<file path="config.mk">
export PLATFORM = sky130hd
export DESIGN_NAME = alu_issue
export DESIGN_NICKNAME = d
export VERILOG_FILES = /design/src/rtl/alu_issue.sv
export SDC_FILE = /design/constraint.sdc
export NUM_CORES = 1
export LEC_CHECK = 0
export ABC_AREA = 1
export BUFFER_PORTS_ARGS = -buffer_cell sky130_fd_sc_hd__buf_2
export CAP_MARGIN = 40
export CORE_ASPECT_RATIO = 1.4
export CORE_MARGIN = 8
export CORE_UTILIZATION = 40
export DETAILED_ROUTE_END_ITERATION = 8
export HOLD_SLACK_MARGIN = 0.08
export MAX_ROUTING_LAYER = met4
export PLACE_DENSITY = 0.78
export SYNTH_ARGS = -nofsm -noshare
export SYNTH_HDL_FRONTEND = slang
export SYNTH_SLANG_ARGS = --single-unit
</file>
<file path="constraint.sdc">
create_clock -name clk -period 2.3 [get_ports clk]
set_input_delay 0.575 -clock clk [delete_from_list [all_inputs] [get_ports clk]]
set_output_delay 0.575 -clock clk [all_outputs]
set_load 0.05 [all_outputs]
</file>
<file path="src/rtl/alu_issue.sv">
`default_nettype none
// ============================================================================
// alu_issue : request/response front end that drives the 16-bit alu in 1-2 passes
// Revision  : 1.0
// ============================================================================
module alu_issue #(
  parameter int WIDTH = 16
) (
  input  logic             clk,
  input  logic             rst,
  input  logic             req_valid,
  output logic             req_ready,
  input  logic [3:0]       req_op,
  input  logic [WIDTH-1:0] req_a,
  input  logic [WIDTH-1:0] req_b,
  output logic             resp_valid,
  input  logic             resp_ready,
  output logic [WIDTH-1:0] resp_data,
  output logic [2:0]       resp_flags,
  output logic             resp_err,
  output logic [WIDTH-1:0] alu_InA,
  output logic [WIDTH-1:0] alu_InB,
  output logic             alu_Cin,
  output logic [3:0]       alu_Oper,
  output logic             alu_invA,
  output logic             alu_invB,
  output logic             alu_sign,
  input  logic [WIDTH-1:0] alu_Out,
  input  logic             alu_ZF,
  input  logic             alu_OF,
  input  logic             alu_SF
);

  typedef enum logic [1:0] {
    IDLE  = 2'd0,
    EXEC1 = 2'd1,
    EXEC2 = 2'd2,
    RESP  = 2'd3
  } state_t;

  localparam logic [3:0] c_OP_ADD  = 4'b0000;
  localparam logic [3:0] c_OP_SUB  = 4'b0001;
  localparam logic [3:0] c_OP_XOR  = 4'b0010;
  localparam logic [3:0] c_OP_ANDN = 4'b0011;
  localparam logic [3:0] c_OP_ROL  = 4'b0100;
  localparam logic [3:0] c_OP_SLL  = 4'b0101;
  localparam logic [3:0] c_OP_ROR  = 4'b0110;
  localparam logic [3:0] c_OP_SRA  = 4'b0111;
  localparam logic [3:0] c_OP_SEQ  = 4'b1000;
  localparam logic [3:0] c_OP_SLT  = 4'b1001;
  localparam logic [3:0] c_OP_SLE  = 4'b1010;
  localparam logic [3:0] c_OP_SRL  = 4'b1011;

  localparam logic [3:0] c_ALU_ROL = 4'b0000;
  localparam logic [3:0] c_ALU_SLL = 4'b0001;
  localparam logic [3:0] c_ALU_SRA = 4'b0010;
  localparam logic [3:0] c_ALU_SRL = 4'b0011;
  localparam logic [3:0] c_ALU_ADD = 4'b0100;
  localparam logic [3:0] c_ALU_AND = 4'b0101;
  localparam logic [3:0] c_ALU_XOR = 4'b0111;

  state_t           state_q, state_d;
  logic [3:0]       op_q, op_d;
  logic [WIDTH-1:0] a_q, a_d;
  logic [WIDTH-1:0] b_q, b_d;
  logic [3:0]       amt_q, amt_d;
  logic [WIDTH-1:0] data_q, data_d;
  logic [2:0]       flags_q, flags_d;
  logic             err_q, err_d;

  logic             w_legal;
  logic             w_is_cmp;
  logic             w_cmp_bit;

  assign req_ready  = (state_q == IDLE) && !rst;
  assign resp_valid = (state_q == RESP);
  assign resp_data  = data_q;
  assign resp_flags = flags_q;
  assign resp_err   = err_q;

  always_comb begin
    w_legal  = 1'b1;
    w_is_cmp = 1'b0;
    case (op_q)
      c_OP_SEQ, c_OP_SLT, c_OP_SLE: w_is_cmp = 1'b1;
      4'b1100, 4'b1101, 4'b1110, 4'b1111: w_legal = 1'b0;
      default: ;
    endcase
  end

  // Compare outcome from the A-B pass flags
  always_comb begin
    w_cmp_bit = 1'b0;
    case (op_q)
      c_OP_SEQ: w_cmp_bit = alu_ZF;
      c_OP_SLT: w_cmp_bit = alu_SF ^ alu_OF;
      c_OP_SLE: w_cmp_bit = (alu_SF ^ alu_OF) | alu_ZF;
      default:  w_cmp_bit = 1'b0;
    endcase
  end

  // ALU control; everything stays zero outside the execute states
  always_comb begin
    alu_InA  = '0;
    alu_InB  = '0;
    alu_Cin  = 1'b0;
    alu_Oper = 4'b0000;
    alu_invA = 1'b0;
    alu_invB = 1'b0;
    alu_sign = 1'b0;
    if (state_q == EXEC1) begin
      case (op_q)
        c_OP_ADD: begin
          alu_InA = a_q; alu_InB = b_q; alu_Oper = c_ALU_ADD; alu_sign = 1'b1;
        end
        c_OP_SUB: begin
          alu_InA = a_q; alu_InB = b_q; alu_Oper = c_ALU_ADD;
          alu_invA = 1'b1; alu_Cin = 1'b1; alu_sign = 1'b1;
        end
        c_OP_XOR: begin
          alu_InA = a_q; alu_InB = b_q; alu_Oper = c_ALU_XOR;
        end
        c_OP_ANDN: begin
          alu_InA = a_q; alu_InB = b_q; alu_Oper = c_ALU_AND; alu_invB = 1'b1;
        end
        c_OP_ROL: begin alu_InA = a_q; alu_InB = b_q; alu_Oper = c_ALU_ROL; end
        c_OP_SLL: begin alu_InA = a_q; alu_InB = b_q; alu_Oper = c_ALU_SLL; end
        c_OP_SRA: begin alu_InA = a_q; alu_InB = b_q; alu_Oper = c_ALU_SRA; end
        c_OP_SRL: begin alu_InA = a_q; alu_InB = b_q; alu_Oper = c_ALU_SRL; end
        c_OP_ROR: begin
          // -B: its low nibble is the equivalent left-rotate amount
          alu_InA = b_q; alu_Oper = c_ALU_ADD; alu_invA = 1'b1; alu_Cin = 1'b1;
        end
        c_OP_SEQ, c_OP_SLT, c_OP_SLE: begin
          alu_InA = a_q; alu_InB = b_q; alu_Oper = c_ALU_ADD;
          alu_invB = 1'b1; alu_Cin = 1'b1; alu_sign = 1'b1;
        end
        default: ;
      endcase
    end else if (state_q == EXEC2) begin
      alu_InA  = a_q;
      alu_InB  = {{(WIDTH-4){1'b0}}, amt_q};
      alu_Oper = c_ALU_ROL;
    end
  end

  always_comb begin
    state_d = state_q;
    op_d    = op_q;
    a_d     = a_q;
    b_d     = b_q;
    amt_d   = amt_q;
    data_d  = data_q;
    flags_d = flags_q;
    err_d   = err_q;
    case (state_q)
      IDLE: begin
        if (req_valid && req_ready) begin
          state_d = EXEC1;
          op_d    = req_op;
          a_d     = req_a;
          b_d     = req_b;
        end
      end
      EXEC1: begin
        if (op_q == c_OP_ROR) begin
          amt_d   = alu_Out[3:0];
          state_d = EXEC2;
        end else begin
          state_d = RESP;
          if (!w_legal) begin
            data_d  = '0;
            flags_d = 3'b000;
            err_d   = 1'b1;
          end else begin
            data_d  = w_is_cmp ? {{(WIDTH-1){1'b0}}, w_cmp_bit} : alu_Out;
            flags_d = {alu_ZF, alu_OF, alu_SF};
            err_d   = 1'b0;
          end
        end
      end
      EXEC2: begin
        data_d  = alu_Out;
        flags_d = {alu_ZF, alu_OF, alu_SF};
        err_d   = 1'b0;
        state_d = RESP;
      end
      RESP: begin
        if (resp_ready) state_d = IDLE;
      end
      default: state_d = IDLE;
    endcase
  end

  always_ff @(posedge clk) begin
    if (rst) begin
      state_q <= IDLE;
      op_q    <= '0;
      a_q     <= '0;
      b_q     <= '0;
      amt_q   <= '0;
      data_q  <= '0;
      flags_q <= '0;
      err_q   <= 1'b0;
    end else begin
      state_q <= state_d;
      op_q    <= op_d;
      a_q     <= a_d;
      b_q     <= b_d;
      amt_q   <= amt_d;
      data_q  <= data_d;
      flags_q <= flags_d;
      err_q   <= err_d;
    end
  end

endmodule
`default_nettype wire

</file>
## Word-level counts from Yosys, hierarchy flattened

Cells that the tools add are included.

| cells by class | value |
|---|---|
| equality and inequality tests | 21 |
| mux-type cells | 32 |
| bitwise operators | 2 |
| reduce and logical (&&, ||, !) cells | 18 |

Operators by type and width:

| operator | count |
|---|---|
| $mux 16 | 7 |
| $pmux 16 s2 | 2 |
| $eq 4x4->1 const B | 8 |
| $pmux 3 s6 | 1 |
| $eq 4x3->1 const B | 4 |
| $mux 1 | 12 |
| $reduce_or 11->1 | 1 |
| $reduce_or 5->1 | 2 |
| $eq 4x2->1 const B | 2 |
| $mux 4 | 2 |
| $pmux 2 s4 | 1 |
| $reduce_and 2->1 | 4 |
| $reduce_or 4->1 | 2 |
| $mux 3 | 2 |
| $pmux 3 s2 | 1 |
| $reduce_or 6->1 | 1 |
| $eq 2x2->1 const B | 2 |
| $eq 4x1->1 const B | 1 |
| $logic_not 4->1 | 1 |
| $mux 2 | 2 |
| $ne 2x1->1 const B | 2 |
| $pmux 1 s3 | 1 |
| $reduce_or 3->1 | 1 |
| $eq 2x1->1 const B | 1 |
| 9 further kinds | 10 |

| storage, ports and cells | value |
|---|---|
| flip-flop bits (word level) | 62 |
| input bits | 59 |
| output and inout port bits | 62 |
| logic and storage cells | 81 |

## Logic depth before layout (Yosys ltp)

Gate-level depths: netlist (run 1).

| depth | value |
|---|---|
| depth in word-level cells | 7 |
| depth in mapped cells | 10 |
| gate-level depth less buffers | 9 |

## Worst setup path before layout (run 1)

No wires, ideal clock.

| timing path | value |
|---|---|
| path kind | reg-to-output |
| from | reg state_q[1] |
| to | out alu_sign |
| arrival time | 3,206 ps |
| required time | 1,725 ps |
| slack | -1,481 ps |
| cell stages (with the launch flop) | 5 |
| buffers on the path | 0 |
| cell sequence | dfxtp_1 -> inv_1 -> ha_1 -> inv_1 -> a2111oi_0 |

| on the way | value |
|---|---|
| word-level cells in the longest chain between the ends | 2 |

Ends and longest elaborated chain:

| element | line | text |
|---|---|---|
| start, declared | 62 | `state_t state_q, state_d;` |
| start signal, assigned | 206 | `state_q <= state_d;` |
| $eq 2x1->1 | 111 | `if (state_q == EXEC1) begin` |
| $mux 1 | 111 |  |
| end, declared | 27 | `output logic alu_sign,` |

Every way passes these cells.

## Worst setup path after layout (run 1)

| timing path | value |
|---|---|
| from | reg state_q[1] |
| to | out alu_InB[7] |

| on the way | value |
|---|---|
| word-level cells in the longest chain between the ends | 2 |

Ends and longest elaborated chain:

| element | line | text |
|---|---|---|
| $eq 2x1->1 | 111 |  |
| $mux 16 | 111 |  |
| end, declared | 22 | `output logic [WIDTH-1:0] alu_InB,` |

Every way passes these cells.

==> results.md, run 1 <==
| Group | Parameter | Value |
|:---|:---|:---|
| clocking | Number of CTS-inserted buffers | 9 |
| power | Peak VDD IR | 0.000655 V |
| setup path | Critical-path cell with the highest stage delay | sky130_fd_sc_hd__dfxtp_4 |
| timing | Max Slew Vio Count | 0 |
| yosys | Most numerous cell in the Yosys netlist | sky130_fd_sc_hd__a21oi_1 |
| timing | Transition time of the tightest slew-check pin | 0.776 ns |
| timing | Final setup skew | 0.00580 ns |
| drt | Post-Route WL | 9360 um |
| setup path | Critical path type | reg2out |
| timing | Setup repair after global routing missed its margin | yes |
| clocking | Sink Count | 62 |
| timing | Highest achievable clock rate | 0.445 GHz |
| grt | Initial antenna violation count | 0 |
| setup path | Arrival time at the worst endpoint | 1.67 ns |
| floorplanning | Placeable core region | 6610 um^2 |
| drt | Number of iterations in the first detailed-routing pass | 4 |
| yosys | Post-synthesis instance area | 2750 um^2 |
| finish | Area of the multi-input gates | 1440 um^2 |
| finish | Area Growth Syn to Fin | 52.8% |
| timing | Fraction of the cycle the final worst path needs | 97.6% |
| yosys | Asr flop ratio synth | 0% |
| floorplanning | Standard-cell rows | 35 |
| timing | Final setup violation count | 0 |
| clocking | Root Driver | sky130_fd_sc_hd__clkbuf_8 |
| yosys | Netlist cell types | 20 |
| drt | Number of DRC markers after the initial detailed-route iteration | 192 |
| power | Overall power consumption | 4810 uW |
| grt | Number of global-route vias before repair | 2,913 |
| power | Static leakage | 0.00183 uW |
| yosys | Flop and latch count out of synthesis | 62 |
| yosys | Top cells by area in the synthesized netlist | sky130_fd_sc_hd__dfxtp_1 (45%), sky130_fd_sc_hd__a21oi_1 (12%), sky130_fd_sc_hd__o21ai_0 (8.6%) |
| setup path | Maximum cell stage delay along the critical path | 0.36 ns |
| setup path | Gate family responsible for the most delay along the worst path | buffers and inverters |
| yosys | Most frequently used flop master after synthesis | sky130_fd_sc_hd__dfxtp_1 |
| placement | Total of buffers placed on input and output ports | 119 |
| setup path | Critical-path cell list | inv_4 -> ha_4 -> nand2_2 -> nor2_4 -> inv_2 -> buf_12 -> nor2_2 -> buf_4 |
| clocking | CTS tree | built |
| timing | Worst relative slew slack | 48.1% |
| placement | Final weighted congestion in routability-driven placement | 0.904 |
| yosys | Synth cell count leaders | sky130_fd_sc_hd__a21oi_1 (67), sky130_fd_sc_hd__dfxtp_1 (62), sky130_fd_sc_hd__inv_1 (59), sky130_fd_sc_hd__o21ai_0 (47), sky130_fd_sc_hd__nand2_1 (39) |
| setup path | Required arrival time at the worst endpoint | 1.73 ns |
| finish | Finished Layout Cells | 606 |
| clocking | Cts-stage hold buffer count | 0 |
| finish | Fraction of layout cells with a size suffix above 1 | 42.0% |
| flow run | Number of maximum-capacitance constraint violations | 0 |
| setup path | Kind of launch point of the worst setup path | flop |
| floorplanning | Die Footprint | 9810 um^2 |
| power | Power density over the cells | 1150 nW/um^2 |
| yosys | Yosys top cell by area | sky130_fd_sc_hd__dfxtp_1 |
| setup path | Highest fanout seen on the critical path | 16 |
| floorplanning | Die extent in y | 114 um |
| floorplanning | Initial core utilization | 41.6% |
| grt | Total global routing overflow | 0 |
| grt | Pin count of the biggest net entering global routing | 59 |
| drt | Drt via density | 4.99 |
| yosys | Portion of the post-synthesis area used by sequential elements | 45.2% |
| status | Result of the run | completed |
| clocking | Clock buffer depth | 2 |
| floorplanning | Width of the die | 86.0 um |
| yosys | Number of instances in the synthesized netlist | 382 |
| drt | Wire length per cell after detailed routing | 15.4 um |
| yosys | Syn. warnings | 0 |
| finish | Register area | 1250 um^2 |
| drt | Antenna viol nets, final | 0 |
| timing | Final number of hold-violating endpoints | 0 |
| worst hold path | Min-Delay Path Class | reg2reg |
| setup path | Number of buffers and inverters on the critical path | 4 |
| finish | Fill count | 567 |
| setup path | CP Capture Type | output pin |
| drt | Via count | 3,024 |
| yosys | EDFF count, synth | 0 |
| timing | Minimum clock period | 2.25 ns |
| clocking | Clock latency on the worst-skew pair | 0.33 ns |
| yosys | Synthesized net count | 445 |
| finish | Diodes inserted | 0 |
| finish | Number of nets in the final layout | 572 |
| floorplanning | Number of primary I/O pins | 121 |
| yosys | Average cell area after synthesis | 7.19 um^2 |
| yosys | Area share of the largest cell type after synthesis | 45.2% |
| clocking | H-tree levels | 3 |
| drt | DRC violation count after routing | 0 |
| clocking | Clock-pin slew on the worst setup and hold paths | 0.07 ns |
| grt | Overall global routing resource usage | 17.3% |
| grt | Global-route wire length before repair | 13,300 um |
| placement | Total placed cells including tap cells | 583 |
| placement | Detailed-placement wirelength estimate | 6270 um |
==> kinds of logic after synthesis <==
group	share of synthesized area, %
AOI/OAI and AO/OA	26.1
adders and majority gates	1.82
buffers and inverters	12.3
DFF	45.2
other	0.136
and+or+nand+nor	14.5
==> area by class of cell <==
| cell class | count | share of cell area [%] |
|---|---|---|
| flip-flops and latches | 62 | 29.9 |
| multi-input cells | 237 | 34.2 |
| clock buffers | 12 | 3.46 |
| inverters | 61 | 5.54 |
| well taps | 92 | 2.74 |
| repair buffers | 138 | 23.7 |
| clock inverters | 4 | 0.537 |
==> stage by stage <==
step                      utilization, %  instance area (um^2)  TNS (ns)  setup slack, ns  hold slack, ns
after detailed placement            52.9                  3500     -1.24           -0.114           0.446
after global routing                63.5                  4200   -0.0741          -0.0336           0.490
after CTS                           57.5                  3800         0         0.000745           0.458
final                               63.5                  4200         0           0.0545           0.463
after global placement              52.9                  3500         0          0.00232           0.438
after floorplan                        -                  2780     -3.53           -0.270           0.430
==> worst register-to-register path: cells and delay by family (launching register included) <==
family	cells	cell delay (ns)
buffers and inverters	4	0.48
DFF	1	0.36
and+or+nand+nor	2	0.36
AOI/OAI and AO/OA	2	0.31
adders and majority gates	1	0.15
==> worst paths after layout <==
check           startpoint  depth (start not counted)            end  slack (ns)
max             state_q[1]                          8     alu_InB[7]        0.05
min          resp_data[14]                          2  resp_data[14]        0.46
max reg2reg     state_q[1]                          9         b_q[9]        0.52
min reg2reg  resp_data[14]                          2  resp_data[14]        0.46
==> metal layers <==
layer  track usage (%)  share of wire [%]  up-vias
met1              18.6                 39     1388
met4              6.10                1.9        0
li1                  -                  -     1501
met3              5.96                7.9       16
met2              28.8                 51      119
met5                 -                  0        -
==> cells in the final DEF (no fill, tap or decap), types with 4 or more instances in the layout <==
cell type	instances
sky130_fd_sc_hd__nand2_1	34
sky130_fd_sc_hd__buf_6	22
sky130_fd_sc_hd__dfxtp_2	4
sky130_fd_sc_hd__nor2_4	4
sky130_fd_sc_hd__a21oi_1	67
sky130_fd_sc_hd__nor2_2	14
sky130_fd_sc_hd__buf_12	4
sky130_fd_sc_hd__inv_2	5
sky130_fd_sc_hd__nand2_2	7
sky130_fd_sc_hd__o21ai_0	46
sky130_fd_sc_hd__inv_1	54
sky130_fd_sc_hd__buf_2	84
sky130_fd_sc_hd__clkbuf_8	10
sky130_fd_sc_hd__clkinv_2	4
sky130_fd_sc_hd__buf_4	18
sky130_fd_sc_hd__nand3_1	18
sky130_fd_sc_hd__o22ai_2	18
sky130_fd_sc_hd__dfxtp_1	56
sky130_fd_sc_hd__clkbuf_4	8
sky130_fd_sc_hd__nor2_1	17
==> state kept, by name, summed over array words and instances, names as in the netlist <==
register    count
b_q            16
a_q            16
resp_flags      3
resp_data      16
state_q         2
amt_q           4
op_q            4
resp_err        1
==> power by group <==
group | total (uW) | leakage [uW] | internal, uW | switching, uW
Clock | 817 | 0.0000861 | 415 | 402
Combinational | 2580 | 0.00123 | 833 | 1740
Sequential | 1420 | 0.000511 | 1310 | 109
Total | 4810 | 0.00183 | 2560 | 2260
==> what timing repair did <==
action                                  CTS  global route
buffers inserted                          1             4
gates resized for setup                  40            82
pin swaps                                 2             5
endpoints found under the setup margin   35            37
gates cloned                              0             2
(Power assumes the default switching activity.)
==> run 2: changes to the inputs <==
- RECOVER_POWER: unset -> 50
==> results.md, run 2 (synthesis gave the netlist of run 1 again) <==
| Group | Parameter | Value | Change |
|:---|:---|:---|:---|
| status | Result of the run | completed |  |
| finish | Number of nets in the final layout | 572 | unchanged |
| clocking | Clock-pin slew on the worst setup and hold paths | 0.07 ns | about the same |
| finish | Post-route design area | 4170 um^2 | -0.72% |
| timing | Final setup skew | 0.00567 ns | -0.000132 ns |
| placement | Final weighted congestion in routability-driven placement | 0.904 | unchanged |
| finish | Diodes inserted | 0 | unchanged |
| finish | Area Growth Syn to Fin | 51.7% |  |
| timing | Fraction of the cycle the final worst path needs | 98.0% | +0.38 points |
| floorplanning | Die Footprint | 9810 um^2 | unchanged |
| clocking | Sink Count | 62 | unchanged |
| worst hold path | Worst hold endpoint | resp_data[7] |  |
| grt | Overall global routing resource usage | 17.3% | unchanged |
| setup path | Cell count of the worst reg-to-reg path | 9 | unchanged |
| finish | Finished Layout Cells | 606 | unchanged |
| setup path | Worst setup slack for register-to-register paths | 0.29 ns | -0.23 ns |
| placement | Detailed-placement wirelength estimate | 6270 um | unchanged |
| drt | Wire length per cell after detailed routing | 15.4 um | unchanged |
| floorplanning | Standard-cell rows | 35 | unchanged |
| placement | Post-DP Area | 3500 um^2 | unchanged |
| floorplanning | Number of primary I/O pins | 121 | unchanged |
| timing | Setup repair after global routing missed its margin | yes |  |
| setup path | Required arrival time at the worst endpoint | 1.73 ns | about the same |
| timing | Highest achievable clock rate | 0.444 GHz | -0.38% |
| placement | Pre-CTS setup slack | -0.114 ns | unchanged |
| setup path | Critical path type | reg2out |  |
| clocking | CTS tree | built |  |
| power | Power density over the cells | 1150 nW/um^2 | about the same |
| timing | Setup WS post-layout | 0.0459 ns | -0.00864 ns |
| grt | Pin count of the biggest net entering global routing | 59 | unchanged |
| drt | Antenna viol nets, final | 0 | unchanged |
| drt | Number of DRC markers after the initial detailed-route iteration | 161 | -16% |
| setup path | Arrival time at the worst endpoint | 1.68 ns | about the same |
| clocking | Cts-stage hold buffer count | 0 | unchanged |
| timing | Final setup violation count | 0 | unchanged |
| grt | Initial antenna violation count | 0 | unchanged |
| power | Static leakage | 0.00174 uW | -4.6% |
| flow run | Number of maximum-capacitance constraint violations | 0 | unchanged |
| setup path | Kind of launch point of the worst setup path | flop |  |
| finish | Fraction of layout cells with a size suffix above 1 | 37.7% | -4.3 points |
| power | Peak VDD IR | 0.000665 V | +1.6% |
| timing | Final number of hold-violating endpoints | 0 | unchanged |
| drt | DRC violation count after routing | 0 | unchanged |
| setup path | CP Capture Type | output pin |  |
| floorplanning | Die extent in y | 114 um | unchanged |
| timing | Transition time of the tightest slew-check pin | 0.755 ns | -0.0206 ns |
| floorplanning | Width of the die | 86.0 um | unchanged |
| finish | Most common cell after layout, fill and taps aside | sky130_fd_sc_hd__a21oi_1 |  |
| clocking | Root Driver | sky130_fd_sc_hd__clkbuf_8 |  |
| finish | Commonest non-fill, non-tap cells in the layout | sky130_fd_sc_hd__a21oi_1 (67), sky130_fd_sc_hd__buf_2 (64), sky130_fd_sc_hd__dfxtp_1 (56) |  |
| setup path | R2R Path End | resp_flags[0] |  |
| grt | Total global routing overflow | 0 | unchanged |
| clocking | Number of CTS-inserted buffers | 9 | unchanged |
| placement | Total placed cells including tap cells | 583 | unchanged |
| drt | Drt via density | 4.99 | about the same |
| floorplanning | Placeable core region | 6610 um^2 | unchanged |
| timing | Max Slew Vio Count | 0 | unchanged |
| clocking | H-tree levels | 3 | unchanged |
| floorplanning | Initial core utilization | 41.6% | unchanged |
| timing | Minimum clock period | 2.25 ns | +0.00864 ns |
| worst hold path | Worst hold path startpoint | resp_data[7] |  |
| drt | Via count | 3,025 | +0.033% |
| timing | Worst relative slew slack | 49.5% | +1.4 points |
| setup path | Worst flop-to-flop path startpoint | state_q[1] |  |
| clocking | Clock buffer depth | 2 | unchanged |
| drt | Post-Route WL | 9360 um | unchanged |
| power | Overall power consumption | 4780 uW | -0.74% |
| worst hold path | Worst hold path cell count | 2 | unchanged |
| setup path | Highest fanout seen on the critical path | 9 | -7 |
| grt | Global-route wire length before repair | 13,300 um | unchanged |
| worst hold path | Min-Delay Path Class | reg2reg |  |
| drt | Number of iterations in the first detailed-routing pass | 4 | unchanged |
| placement | Total of buffers placed on input and output ports | 119 | unchanged |
| clocking | Clock latency on the worst-skew pair | 0.33 ns | about the same |
| grt | Number of global-route vias before repair | 2,913 | unchanged |
==> run 2: critical path, cell delays in order, from the launching register on <==
cell                        delay (ns)
sky130_fd_sc_hd__dfxtp_2          0.37
sky130_fd_sc_hd__inv_1            0.10
sky130_fd_sc_hd__nor2_2           0.11
sky130_fd_sc_hd__nand2_2          0.08
sky130_fd_sc_hd__inv_2            0.08
sky130_fd_sc_hd__nand2_4          0.08
sky130_fd_sc_hd__clkbuf_16        0.18
sky130_fd_sc_hd__o22ai_2          0.16
sky130_fd_sc_hd__buf_6            0.18
==> run 2: layout make-up <==
class	instances	area, um^2
Fill cell	576	2440
Inverter	61	233
Tap cell	92	115
Sequential cell	62	1250
Multi-Input combinational cell	237	1430
Timing Repair Buffer	138	968
Clock inverter	4	22.5
Clock buffer	12	145
==> run 2: worst max path at each step <==
| stage | startpoint | to | slack (ns) | cells past startpoint |
|---|---|---|---|---|
| after floorplan | state_q[1] | alu_InA[10] | -0.27 | 8 |
| after global placement | state_q[1] | alu_InA[15] | 0.002 | 8 |
| after detailed placement | state_q[0] | alu_InA[0] | -0.11 | 7 |
| after CTS | state_q[1] | alu_InB[1] | 0.0007 | 8 |
| after global routing | state_q[1] | alu_InB[7] | -0.03 | 8 |
| final | op_q[1] | alu_InA[8] | 0.05 | 8 |
==> run 2: stage by stage <==
step | hold slack (ns) | util (%) | setup TNS, ns
final | 0.466 | 63.0 | 0
after global routing | 0.490 | 63.0 | -0.0741
after global placement | 0.438 | 52.9 | 0
after CTS | 0.458 | 57.5 | 0
after detailed placement | 0.446 | 52.9 | -1.24
after floorplan | 0.430 | - | -3.53
==> run 2: where the power goes <==
group / internal, uW / switching (uW) / total (uW)
combinational: 802 / 1740 / 2540
clock: 415 / 402 / 818
sequential: 1310 / 111 / 1420
total: 2520 / 2250 / 4780
==> run 2: repair_timing <==
action / in CTS / in global routing
pin swaps: 2 / 5
gates resized for setup: 40 / 82
gates cloned: 0 / 2
setup buffers: 1 / 4
endpoints found under the setup margin: 35 / 37
==> run 2: metal layers <==
| layer | part of all wire [%] | global-route usage [%] | routed length [um] | vias to the layer above |
|---|---|---|---|---|
| met5 | 0 | - | 0 | - |
| met4 | 1.7 | 6.10 | 159 | 0 |
| met3 | 8.3 | 5.96 | 777 | 14 |
| met2 | 51 | 28.8 | 4780 | 128 |
| met1 | 39 | 18.6 | 3650 | 1382 |
| li1 | - | - | - | 1501 |
==> run 3: changes to the inputs <==
- PLACE_DENSITY: 0.78 -> 0.81
- clock period: 2.3 -> 1.9 ns (I/O delays scaled with it)
==> results.md, run 3 (synthesis gave the netlist of run 1 again) <==
| Group | Parameter | Value | Change |
|:---|:---|:---|:---|
| timing | Final number of hold-violating endpoints | 0 | unchanged |
| grt | Initial antenna violation count | 1 | +1 |
| grt | Pin count of the biggest net entering global routing | 73 | +24% |
| placement | Pre-CTS setup slack | -0.287 ns | -0.173 ns |
| setup path | Critical-path cell with the highest stage delay | sky130_fd_sc_hd__dfxtp_2 |  |
| setup path | Required arrival time at the worst endpoint | 1.42 ns | -0.31 ns |
| power | Net switching power | 3200 uW | +42% |
| placement | Detailed-placement wirelength estimate | 6890 um | +9.9% |
| finish | Number of nets in the final layout | 606 | +5.9% |
| clocking | Clock buffer depth | 2 | unchanged |
| floorplanning | Placeable core region | 6610 um^2 | unchanged |
| power | Static leakage | 0.00201 uW | +15% |
| setup path | R2R Path End | b_q[6] |  |
| timing | TNS Setup | -10.90 ns | -10.90 ns |
| floorplanning | Die Footprint | 9810 um^2 | unchanged |
| drt | Number of DRC markers after the initial detailed-route iteration | 121 | -25% |
| setup path | Arrival time at the worst endpoint | 1.80 ns | +0.12 ns |
| power | Cell internal power dissipation | 4030 uW | +60% |
| setup path | CP Capture Type | output pin |  |
| placement | Total of buffers placed on input and output ports | 119 | unchanged |
| finish | Final core area utilization | 75.8% | +13 points |
| power | Logic gate share of total power | 57.1% | +3.9 points |
| placement | Post-DP Area | 4090 um^2 | +17% |
| floorplanning | Initial core utilization | 41.6% | unchanged |
| setup path | Critical Path Start | state_q[1] |  |
| setup path | Highest fanout seen on the critical path | 6 | -3 |
| timing | Fraction of the cycle the final worst path needs | 120% |  |
| flow run | Number of maximum-capacitance constraint violations | 0 | unchanged |
| drt | Via count | 3,192 | +5.5% |
| floorplanning | Standard-cell rows | 35 | unchanged |
| clocking | CTS tree | built |  |
| setup path | Cell count of the worst reg-to-reg path | 9 | unchanged |
| power | Peak VDD IR | 0.00120 V | +80% |
| status | Failing checks | setup timing |  |
| drt | Wire length per cell after detailed routing | 16.1 um | +4.0% |
| grt | Number of global-route vias before repair | 3,427 | +18% |
| setup path | Worst path most repeated cell | sky130_fd_sc_hd__nor2_4 |  |
| finish | Fill count | 450 | -22% |
| drt | Post-Route WL | 10,300 um | +10% |
| finish | Most common cell after layout, fill and taps aside | sky130_fd_sc_hd__a21oi_1 |  |
| floorplanning | Width of the die | 86.0 um | unchanged |
| finish | Area of the multi-input gates | 1720 um^2 | +20% |
| setup path | Worst setup slack for register-to-register paths | 0 ns | -0.29 ns |
| finish | Post-route design area | 5010 um^2 | +20% |
| drt | Drt via density | 4.97 | -0.40% |
| drt | Number of iterations in the first detailed-routing pass | 4 | unchanged |
| timing | Minimum clock period | 2.28 ns |  |
| setup path | Endpoint of the most critical setup path | alu_InA[0] |  |
| power | Fraction of power spent switching nets | 44.3% | -2.9 points |
| timing | Final setup skew | 0.0109 ns | +0.00521 ns |
| clocking | Sink Count | 62 | unchanged |
| drt | DRC violation count after routing | 0 | unchanged |
| power | Clock share of power | 19.5% | +2.4 points |
| clocking | Root Driver | sky130_fd_sc_hd__clkbuf_8 |  |
| worst hold path | Min-Delay Path Class | in2reg |  |
| power | Sequential Power Share | 23.4% | -6.3 points |
| finish | Fraction of layout cells with a size suffix above 1 | 44.7% | +7.0 points |
| finish | Commonest non-fill, non-tap cells in the layout | sky130_fd_sc_hd__a21oi_1 (62), sky130_fd_sc_hd__buf_2 (59), sky130_fd_sc_hd__dfxtp_1 (57) |  |
| timing | Highest achievable clock rate | 0.439 GHz |  |
| finish | Area Growth Syn to Fin | 82.5% |  |
| timing | Setup WS post-layout | -0.377 ns | -0.423 ns |
| grt | Total global routing overflow | 0 | unchanged |
| clocking | Clock latency on the worst-skew pair | 0.35 ns | +0.02 ns |
| placement | Final weighted congestion in routability-driven placement | 0.907 | +0.38% |
| status | Result of the run | finished with violations |  |
| clocking | Cts-stage hold buffer count | 0 | unchanged |
| timing | Final setup violation count | 40 | +40 |
| timing | Worst relative slew slack | 57.9% | +8.4 points |
| timing | Max Slew Vio Count | 0 | unchanged |
| grt | Overall global routing resource usage | 21.1% | +3.8 points |
| setup path | Kind of launch point of the worst setup path | flop |  |
| clocking | H-tree levels | 3 | unchanged |
| clocking | Number of CTS-inserted buffers | 9 | unchanged |
| timing | Transition time of the tightest slew-check pin | 0.634 ns | -0.121 ns |
| clocking | Clock-pin slew on the worst setup and hold paths | 0.06 ns | about the same |
| drt | Antenna viol nets, final | 0 | unchanged |
| grt | Global-route wire length before repair | 16,000 um | +20% |
| floorplanning | Number of primary I/O pins | 121 | unchanged |
| setup path | Worst flop-to-flop path startpoint | state_q[0] |  |
| setup path | Critical path type | reg2out |  |
| power | Power density over the cells | 1440 nW/um^2 | +26% |
| timing | Setup repair after global routing missed its margin | yes |  |
| setup path | Maximum cell stage delay along the critical path | 0.33 ns | -0.04 ns |
| finish | Register area | 1250 um^2 | -0.30% |
| floorplanning | Die extent in y | 114 um | unchanged |
| setup path | Critical-path cell list | inv_2 -> ha_4 -> nand2_4 -> nor2_4 -> buf_6 -> nor2_4 -> buf_12 -> buf_16 -> o22ai_4 -> buf_8 |  |
[run 3: how the worst min path moves through the flow]
stage / slack, ns / endpoint / startpoint / depth (start not counted)
3_5_place_dp: 0.45 / resp_data[1] / resp_data[1] / 2
3_3_place_gp: 0.45 / resp_err / resp_err / 2
2_1_floorplan: 0.45 / amt_q[0] / amt_q[0] / 2
5_1_grt: 0.36 / state_q[0] / rst / 2
6_report: 0.38 / state_q[0] / rst / 2
4_1_cts: 0.36 / state_q[0] / rst / 2
[run 3: cell type report]
| class | count | share of cell area [%] |
|---|---|---|
| multi-input cells | 237 | 34.2 |
| repair buffers | 172 | 28.7 |
| flip-flops and latches | 62 | 24.9 |
| inverters | 61 | 4.92 |
| clock buffers | 9 | 2.47 |
| clock inverters | 7 | 2.40 |
| well taps | 92 | 2.30 |
| diodes | 2 | 0.0998 |
[run 3: stage by stage]
step	std cells	hold slack, ns	total power [uW]
after detailed placement	606	0.453	5000
final	642	0.375	7230
after global placement	605	0.448	4820
after global routing	641	0.364	7600
after floorplan	382	0.447	4130
after CTS	639	0.359	7220
[run 3: per-layer routing]
layer	GRT usage (%)	wire, um	up-vias
li1	-	-	1581
met1	21.6	3870	1451
met4	9.98	315	0
met3	5.68	745	28
met2	36.3	5390	132
met5	-	0	-
[run 3: power groups by stage]
stage | Clock, uW | Combinational, uW | Sequential [uW]
after global routing | 1500 | 4370 | 1720
final | 1410 | 4130 | 1690
after floorplan | 0 | 2000 | 2130
after detailed placement | 0 | 3300 | 1710
after CTS | 1430 | 4110 | 1680
after global placement | 0 | 3130 | 1690
[run 3: critical path, delay by kind of cell, from the launching register on]
kind / cells / cell delay (ns)
buffers and inverters: 5 / 0.63
flip-flops: 1 / 0.33
AND/OR/NAND/NOR: 3 / 0.20
adder cells (fa/ha/maj): 1 / 0.17
AO/OA/AOI/OAI: 1 / 0.14
[run 3: timing repair]
item | in CTS | in global routing
setup endpoints to repair | 40 | 47
buffers inserted | 15 | 5
pin swaps | 12 | 14
resized for setup | 125 | 38
gates cloned | 2 | 0
